## src/rtl/stepper_pkg.sv

```systemverilog
`default_nettype none
// ============================================================================
// Module      : stepper_pkg
// Description : Mode encodings and index-width helper for the one-hot stepper
// Revision    : 1.0 - initial release
// ============================================================================
package stepper_pkg;

    localparam logic [1:0] MODE_CYCLE    = 2'b00;
    localparam logic [1:0] MODE_ONESHOT  = 2'b01;
    localparam logic [1:0] MODE_PINGPONG = 2'b10;

    // Width of a binary index able to address n steps, never below one bit.
    function automatic int calc_iw(input int n);
        return (n < 2) ? 1 : $clog2(n);
    endfunction

endpackage
`default_nettype wire

```

## src/rtl/onehot_check.sv

```systemverilog
`default_nettype none
// ============================================================================
// Module      : onehot_check
// Description : One-hot validity test and binary encoding of a step vector
// Revision    : 1.0 - initial release
// ============================================================================
module onehot_check
    import stepper_pkg::*;
#(
    parameter int NSTEPS = 9,
    parameter int IW     = calc_iw(NSTEPS)
) (
    input  logic [NSTEPS-1:0] step,
    output logic              valid,
    output logic [IW-1:0]     enc
);

    always_comb begin
        valid = ($countones(step) == 1);
        enc   = '0;
        for (int i = 0; i < NSTEPS; i++) begin
            if (step[i]) begin
                enc = enc | IW'(i);
            end
        end
    end

endmodule
`default_nettype wire

```

## src/rtl/onehot_sequencer.sv

```systemverilog
`default_nettype none
// ============================================================================
// Module      : onehot_sequencer
// Description : One-hot step sequencer with cycle, one-shot and ping-pong modes
// Revision    : 1.0 - initial release
// ============================================================================
module onehot_sequencer
    import stepper_pkg::*;
#(
    parameter  int NSTEPS     = 9,
    parameter  int LOOP_START = 1,
    localparam int IW         = calc_iw(NSTEPS)
) (
    input  logic              clk,
    input  logic              rst,
    input  logic              en,
    input  logic              dir,
    input  logic [1:0]        mode,
    input  logic              load,
    input  logic [IW-1:0]     load_idx,
    output logic [NSTEPS-1:0] step,
    output logic [IW-1:0]     idx,
    output logic              wrap,
    output logic              done,
    output logic              err
);

    localparam logic [IW-1:0]     c_last     = IW'(NSTEPS - 1);
    localparam logic [IW-1:0]     c_loop     = IW'(LOOP_START);
    localparam logic [IW-1:0]     c_one      = IW'(1);
    localparam logic [IW:0]       c_nsteps   = (IW + 1)'(NSTEPS);
    localparam logic [NSTEPS-1:0] c_step_rst = NSTEPS'(1);

    logic [NSTEPS-1:0] r_step;
    logic [IW-1:0]     r_idx;
    logic              r_wrap;
    logic              r_done;
    logic              r_err;
    logic              r_rev;

    logic [NSTEPS-1:0] w_step_nxt;
    logic [IW-1:0]     w_idx_nxt;
    logic              w_wrap_nxt;
    logic              w_done_nxt;
    logic              w_err_nxt;
    logic              w_rev_nxt;
    logic              w_valid;
    logic [IW-1:0]     w_enc;
    logic              w_bad;
    logic              w_load_ok;

    onehot_check #(
        .NSTEPS (NSTEPS),
        .IW     (IW)
    ) u_check (
        .step  (r_step),
        .valid (w_valid),
        .enc   (w_enc)
    );

    assign w_bad     = !w_valid || (w_enc != r_idx);
    assign w_load_ok = ({1'b0, load_idx} < c_nsteps);

    always_comb begin
        w_idx_nxt  = r_idx;
        w_wrap_nxt = 1'b0;
        w_done_nxt = r_done;
        w_err_nxt  = r_err;
        w_rev_nxt  = r_rev;
        if (w_bad) begin
            w_idx_nxt  = '0;
            w_done_nxt = 1'b0;
            w_err_nxt  = 1'b1;
        end else if (load) begin
            if (w_load_ok) begin
                w_idx_nxt  = load_idx;
                w_done_nxt = 1'b0;
            end else begin
                w_err_nxt  = 1'b1;
            end
        end else if (en && !r_done) begin
            case (mode)
                MODE_ONESHOT: begin
                    if (!dir) begin
                        if (r_idx != c_last) w_idx_nxt = r_idx + c_one;
                        w_done_nxt = (w_idx_nxt == c_last);
                    end else begin
                        if (r_idx != '0) w_idx_nxt = r_idx - c_one;
                        w_done_nxt = (w_idx_nxt == '0);
                    end
                end
                MODE_PINGPONG: begin
                    // Below the loop region the sequence always climbs back in forward.
                    if (r_idx < c_loop) begin
                        w_rev_nxt = 1'b0;
                        w_idx_nxt = r_idx + c_one;
                    end else if (c_last == c_loop) begin
                        w_wrap_nxt = 1'b1;
                    end else if (!r_rev) begin
                        if (r_idx == c_last) begin
                            w_rev_nxt  = 1'b1;
                            w_idx_nxt  = r_idx - c_one;
                            w_wrap_nxt = 1'b1;
                        end else begin
                            w_idx_nxt  = r_idx + c_one;
                        end
                    end else begin
                        if (r_idx == c_loop) begin
                            w_rev_nxt  = 1'b0;
                            w_idx_nxt  = r_idx + c_one;
                            w_wrap_nxt = 1'b1;
                        end else begin
                            w_idx_nxt  = r_idx - c_one;
                        end
                    end
                end
                default: begin
                    if (!dir) begin
                        if (r_idx == c_last) begin
                            w_idx_nxt  = c_loop;
                            w_wrap_nxt = 1'b1;
                        end else begin
                            w_idx_nxt  = r_idx + c_one;
                        end
                    end else begin
                        if (r_idx <= c_loop) begin
                            w_idx_nxt  = c_last;
                            w_wrap_nxt = 1'b1;
                        end else begin
                            w_idx_nxt  = r_idx - c_one;
                        end
                    end
                end
            endcase
        end
        // Step is always rebuilt from the index so the two can never diverge.
        w_step_nxt = c_step_rst << w_idx_nxt;
    end

    always_ff @(posedge clk) begin
        if (rst) begin
            r_step <= c_step_rst;
            r_idx  <= '0;
            r_wrap <= 1'b0;
            r_done <= 1'b0;
            r_err  <= 1'b0;
            r_rev  <= 1'b0;
        end else begin
            r_step <= w_step_nxt;
            r_idx  <= w_idx_nxt;
            r_wrap <= w_wrap_nxt;
            r_done <= w_done_nxt;
            r_err  <= w_err_nxt;
            r_rev  <= w_rev_nxt;
        end
    end

    assign step = r_step;
    assign idx  = r_idx;
    assign wrap = r_wrap;
    assign done = r_done;
    assign err  = r_err;

endmodule
`default_nettype wire

```

## config.mk

```make
export PLATFORM = sky130hd
export DESIGN_NAME = onehot_sequencer
export DESIGN_NICKNAME = d
export VERILOG_FILES = /design/src/rtl/stepper_pkg.sv /design/src/rtl/onehot_check.sv /design/src/rtl/onehot_sequencer.sv
export SDC_FILE = /design/constraint.sdc
export NUM_CORES = 1
export LEC_CHECK = 0
export ABC_AREA = 1
export BUFFER_PORTS_ARGS = -buffer_cell sky130_fd_sc_hd__buf_2
export CORE_MARGIN = 5
export CORE_UTILIZATION = 30
export DETAILED_ROUTE_END_ITERATION = 16
export SLEW_MARGIN = 15
export SYNTH_ARGS = -nofsm -noshare
export SYNTH_HDL_FRONTEND = slang
export SYNTH_SLANG_ARGS = --single-unit
```

## constraint.sdc

```tcl
create_clock -name clk -period 4.6 [get_ports clk]
set_input_delay 1.38 -clock clk [delete_from_list [all_inputs] [get_ports clk]]
set_output_delay 1.38 -clock clk [all_outputs]
set_load 0.05 [all_outputs]
```

# Yosys cells after proc, flatten, opt, wreduce, memory -nomap -nowiden
# Index checks and enable logic that the tools add are counted.
# op_classes
eq_ne	10
n_mux	51
bitwise	3
n_lt_le_gt_ge	3
shifts	1
n_reduce_logical	14
add_sub_neg	10
# ops
cell	n
4-bit two-way mux	25
32-bit adder	3
32-bit by 1-bit adder with 32-bit output	1
32-bit by 2-bit == test with 1-bit output (second input constant)	1
1-bit two-way mux	18
3-bit two-way mux	4
1-bit by 4-bit << shifter with 9-bit output (first input constant)	1
1-bit by 1-bit adder with 2-bit output	4
4-bit == test (second input constant)	2
4-bit one-hot mux with 2 select lines	1
2-bit nonzero test	3
4-bit by 1-bit adder with 4-bit output (second input constant)	1
4-bit by 1-bit == test with 1-bit output (second input constant)	1
4-bit by 1-bit less-or-equal comparator with 1-bit output (second input constant)	1
4-bit zero test	1
4-bit by 1-bit less-than comparator with 1-bit output (second input constant)	1
4-bit less-than comparator (second input constant)	1
2-bit two-way mux	2
4-bit != test	1
4-bit != test (second input constant)	1
4-bit AND reduction	1
4-bit nonzero test	1
4-bit OR reduction	1
4-bit by 1-bit subtractor with 4-bit output (second input constant)	1
other kinds (12)	15
# totals
out_inout_bits	16
in_bits	11
ff_bits	17

# Depth between registers and ports, before layout
# logic_depth
ltp_word	17
mapped_depth	18
mapped_depth_nobuf	18

# By module
# From an unflattened synthesis, not the netlist that was laid out.
# unflattened
cells_unflattened	256
hier_area_um2	1604.0
# by_module_without_submodules
module	area_per_inst_um2	n_inst	cells_per_inst
onehot_sequencer	1310.0	1	213
onehot_check	294.0	1	43

# Worst setup path after synthesis
# Ideal clock, no wire load.
# synth_path
path_kind	reg-to-reg
from	reg r_step[3], in the netlist step[3]
to	reg r_step[2], in the netlist step[2]
arrival_ns	3.607
required_ns	4.488
path_stages_with_launch	18
path_slack_ns	0.880
period_less_slack_ns	3.720
setup_ns	0.112
path_buffers	0
path_cell_list	dfxtp_1 > inv_1 > ha_1 > inv_1 > fa_1 > fa_1 > inv_1 > ha_1 > fa_1 > nand3b_1 > nor2_1 > nand3_1 > nor2_1 > nand2_1 > a21oi_2 > inv_1 > nand2_1 > nor2_1
# synth_between
elab_chain_len	10
word_cells_on_any_way	16
# synth_rtl
item	line_no	source
start, declared	onehot_sequencer.sv:34	logic [NSTEPS-1:0] r_step;
start signal, assigned	onehot_sequencer.sv:142	r_step <= c_step_rst;
start signal, assigned	onehot_sequencer.sv:149	r_step <= w_step_nxt;
branches (longest 7 deep; another with 32-bit adder)	-	
1-bit logical OR *	onehot_sequencer.sv:61	assign w_bad = !w_valid || (w_enc != r_idx);
4-bit two-way mux *	onehot_sequencer.sv:70	if (w_bad) begin
1-bit by 4-bit << shifter with 9-bit output *	onehot_sequencer.sv:137	w_step_nxt = c_step_rst << w_idx_nxt;
# Every way passes the cells marked *.
# A chain may end at the register's enable or synchronous reset.

# Worst setup path in the final report
# Ends and elaborated chain as after synthesis.

==> results.md <==
- Post-synthesis sequential area ratio: approximately a fifth
- Hold path start: err
- Post-synth EDFFs: 0
- Iteration-0 DRC Markers: 55
- Register area: around 340 um2
- DP Wirelength: ~3.4 mm
- Max FO, Critical Path: 4
- Synth Register Bits: 17
- Multi-input gate area: approximately 1100 um2
- P_leak: 1.006 nW
- Core area: about 5400 um2
- WL final: about 4.2 mm
- R2r worst-path depth: 16
- Share of layout cells above drive strength 1: 16.85%
- Leading area contributor after synthesis: dfxtp_1
- Worst Hold End: err
- Worst IR Drop VDD: around 0.4 mV
- Syn_nets: ~280
- Netlist Area Pre-Place: approximately 1600 um2
- Grt ovf: 0
- Largest net degree at the start of global routing: 13
- Synth Instances: 253
- First-pass GRT wire length: approximately 7.2 mm
- Worst slew margin: 58.71%
- Status: finished clean
- Post-route setup TNS: 0 ps
- Critical Path Slowest Stage Cell: fa_1
- Count leader, synth: nand2_1
- Post-cts hold buffer count: 0
- Total GRT Usage: 11.98%
- Filler Cells Inserted: 602
- Min-delay worst type: reg2reg
- CP endpoint kind: flip-flop
- Synth top area cells: dfxtp_1 (21%), nand2_1 (15%), ha_1 (9.9%)
- CTS resizes: 0
- Setup WS post-layout: between 900 and 1000 ps
- ANT nets after route: 0
- WP buf/inv: 4
- Reg2reg end: step[2]
- Pwr dens: ~660 nW/um2
- Top-level port count: 27
- Place WS: 976.1 ps
- Critical path, cell by cell: inv_1 -> ha_1 -> inv_1 -> fa_1 -> fa_1 -> inv_1 -> ha_1 -> fa_1 -> nand3b_1 -> nor3b_2 -> nand3b_1 -> a21oi_2 -> nand2_1 -> inv_1 -> nand2_1 -> nor2_1
- Post-route clock period utilization: between 70% and 80%
- Post-CTS Setup Bufs: 0
- Tot Pwr: roughly 1.2 mW
- Top Family by Delay on Critical Path: adder cells
- CTS tree: done
- Worst hold stages: 2
- R2R Path Start: step[3]
- Post-Syn Area per Cell: approximately 6.5 um2
- Worst setup SP type: flip-flop
- Crit path largest cell delay: ~500 ps
- Hold Fails Final Rpt: 0
- Vias in the first global route: 1,595
- # setup viols final: 0
- Worst-margin pin slew: 618.6 ps
- Number of diodes: 0
- Row count: 27
- Post-synth top cells: nand2_1 (65), inv_1 (42), nand3_1 (28)
- Share of the synthesized area in the top cell type: about 21%
- H-tree Lvls: 1
- Die Height: ~84 um
- Root buffer cell: clkbuf_8
- Nets: 309
- Die Wd: around 84 um
- Top FF cell, synth: dfxtp_1
- Vias post-DR: between 1,500 and 2,000
- Wirelength per Cell: about 12 um
- Post-layout util: ~35%
- Area grow syn2layout: 14.04%
- Drt pass-1 iters: 4
- # clock sinks: 17
- Hold Slack: 477.8 ps
- Clock skew: 1.091 ps
- Syn. warnings: 0
- Cell variety after synth: 32
- Clk buf depth: 2
- DRC viols: 0
- RSZ-0062 raised after global routing: false
- Synth async-reset ratio: 0%
- PortBufs: 26
- Tmin final: 3613 ps
- Max Cap Viol: 0
- Max Freq: about 280 MHz
- Crit-path most repeated cell: inv_1
- Drt via density: roughly 4.6
- Arrival time at the worst endpoint: between 3000 and 4000 ps
- Total CTS buffers: 3
- CP Data Required Time: 4790 ps
- Worst-Skew Late Latency: 250 ps
- Routability cong.: between 0.9 and 1
- Worst reg-to-reg setup slack: between 900 and 1000 ps
- Kind of critical path: reg2reg
- Clk slew on worst S/H paths: roughly 60 ps
- Initial antenna violation count: 0
- Final Max Tran Viols: 0
- Initial Util: ~30%
- Die area: ~7100 um2
[where the power goes]
part	internal, mW	switching [mW]	leakage (nW)	total (mW)
clock	0.0601	0.0506	0.0255	0.111
sequential	0.183	0.0512	0.138	0.234
combinational	0.292	0.604	0.842	0.897
total	0.535	0.706	1.01	1.24
[placed cells by master, fill, tap and decap left out, types with 2 or more instances in the layout]
cell,instances
a21oi_1,7
a21oi_2,5
buf_2,26
clkbuf_8,3
dfxtp_1,17
fa_1,5
ha_1,13
inv_1,42
inv_2,2
nand2_1,65
nand2_2,4
nand3_1,28
nand3b_1,2
nand4_1,7
nor2_1,22
nor2_4,2
nor3_1,4
o211ai_1,2
o21ai_0,9
xor2_1,2
[how the worst max path moves through the flow]
stage               endpoint  slack (ps)  cells past startpoint  startpoint
floorplan            step[2]         880                     17     step[3]
global placement     step[2]         960                     17     step[3]
detailed placement   step[2]         980                     17     step[3]
CTS                  step[2]         970                     17     step[3]
global route         step[0]         750                     17     step[3]
finish               step[2]         990                     16     step[3]
[per-stage QoR]
stage               instances  cell area (um2)
floorplan                 253             1649
global placement          347             1834
detailed placement        347             1834
CTS                       351             1881
global route              351             1881
finish                    351             1881
[logic make-up (layout without fill, tap and decap cells)]
family          after synthesis  in the layout  synth area share, %
xor+xnor                      3              3                1.594
fa+ha+maj                    18             18                15.93
simple gates                137            137                38.54
flops                        17             17                20.64
buf+inv                      50             76                12.75
compound gates               28             28                10.55
[flip-flops by register name, summed over array words and instances, names as in the netlist]
signal / count
done: 1
err: 1
idx: 4
r_rev: 1
step: 9
wrap: 1
[worst reg2reg max path, stage by stage, from the launching register on]
cell      delay [ps]
dfxtp_1          360
inv_1             80
ha_1             290
inv_1             50
fa_1             410
fa_1             510
inv_1             40
ha_1             190
fa_1             420
nand3b_1         200
nor3b_2          200
nand3b_1         210
a21oi_2          210
nand2_1          110
inv_1             80
nand2_1           70
nor2_1           110
[per-layer routing]
metal	wire length [um]	global-route usage, %	part of all wire [%]
met4	64	3.655	1.5
met3	116	1.079	2.8
met2	1919	19.80	46
met1	2107	16.52	50
met5	0	0	0
[cell type report]
type | instances | area share (%)
multi-input combinational | 186 | 58.42
sequential | 17 | 18.10
inverter | 46 | 9.315
timing repair buffer | 26 | 6.920
tap | 72 | 4.790
clock buffer | 3 | 2.196
clock inverter | 1 | 0.2661
(Power assumes the default switching activity.)
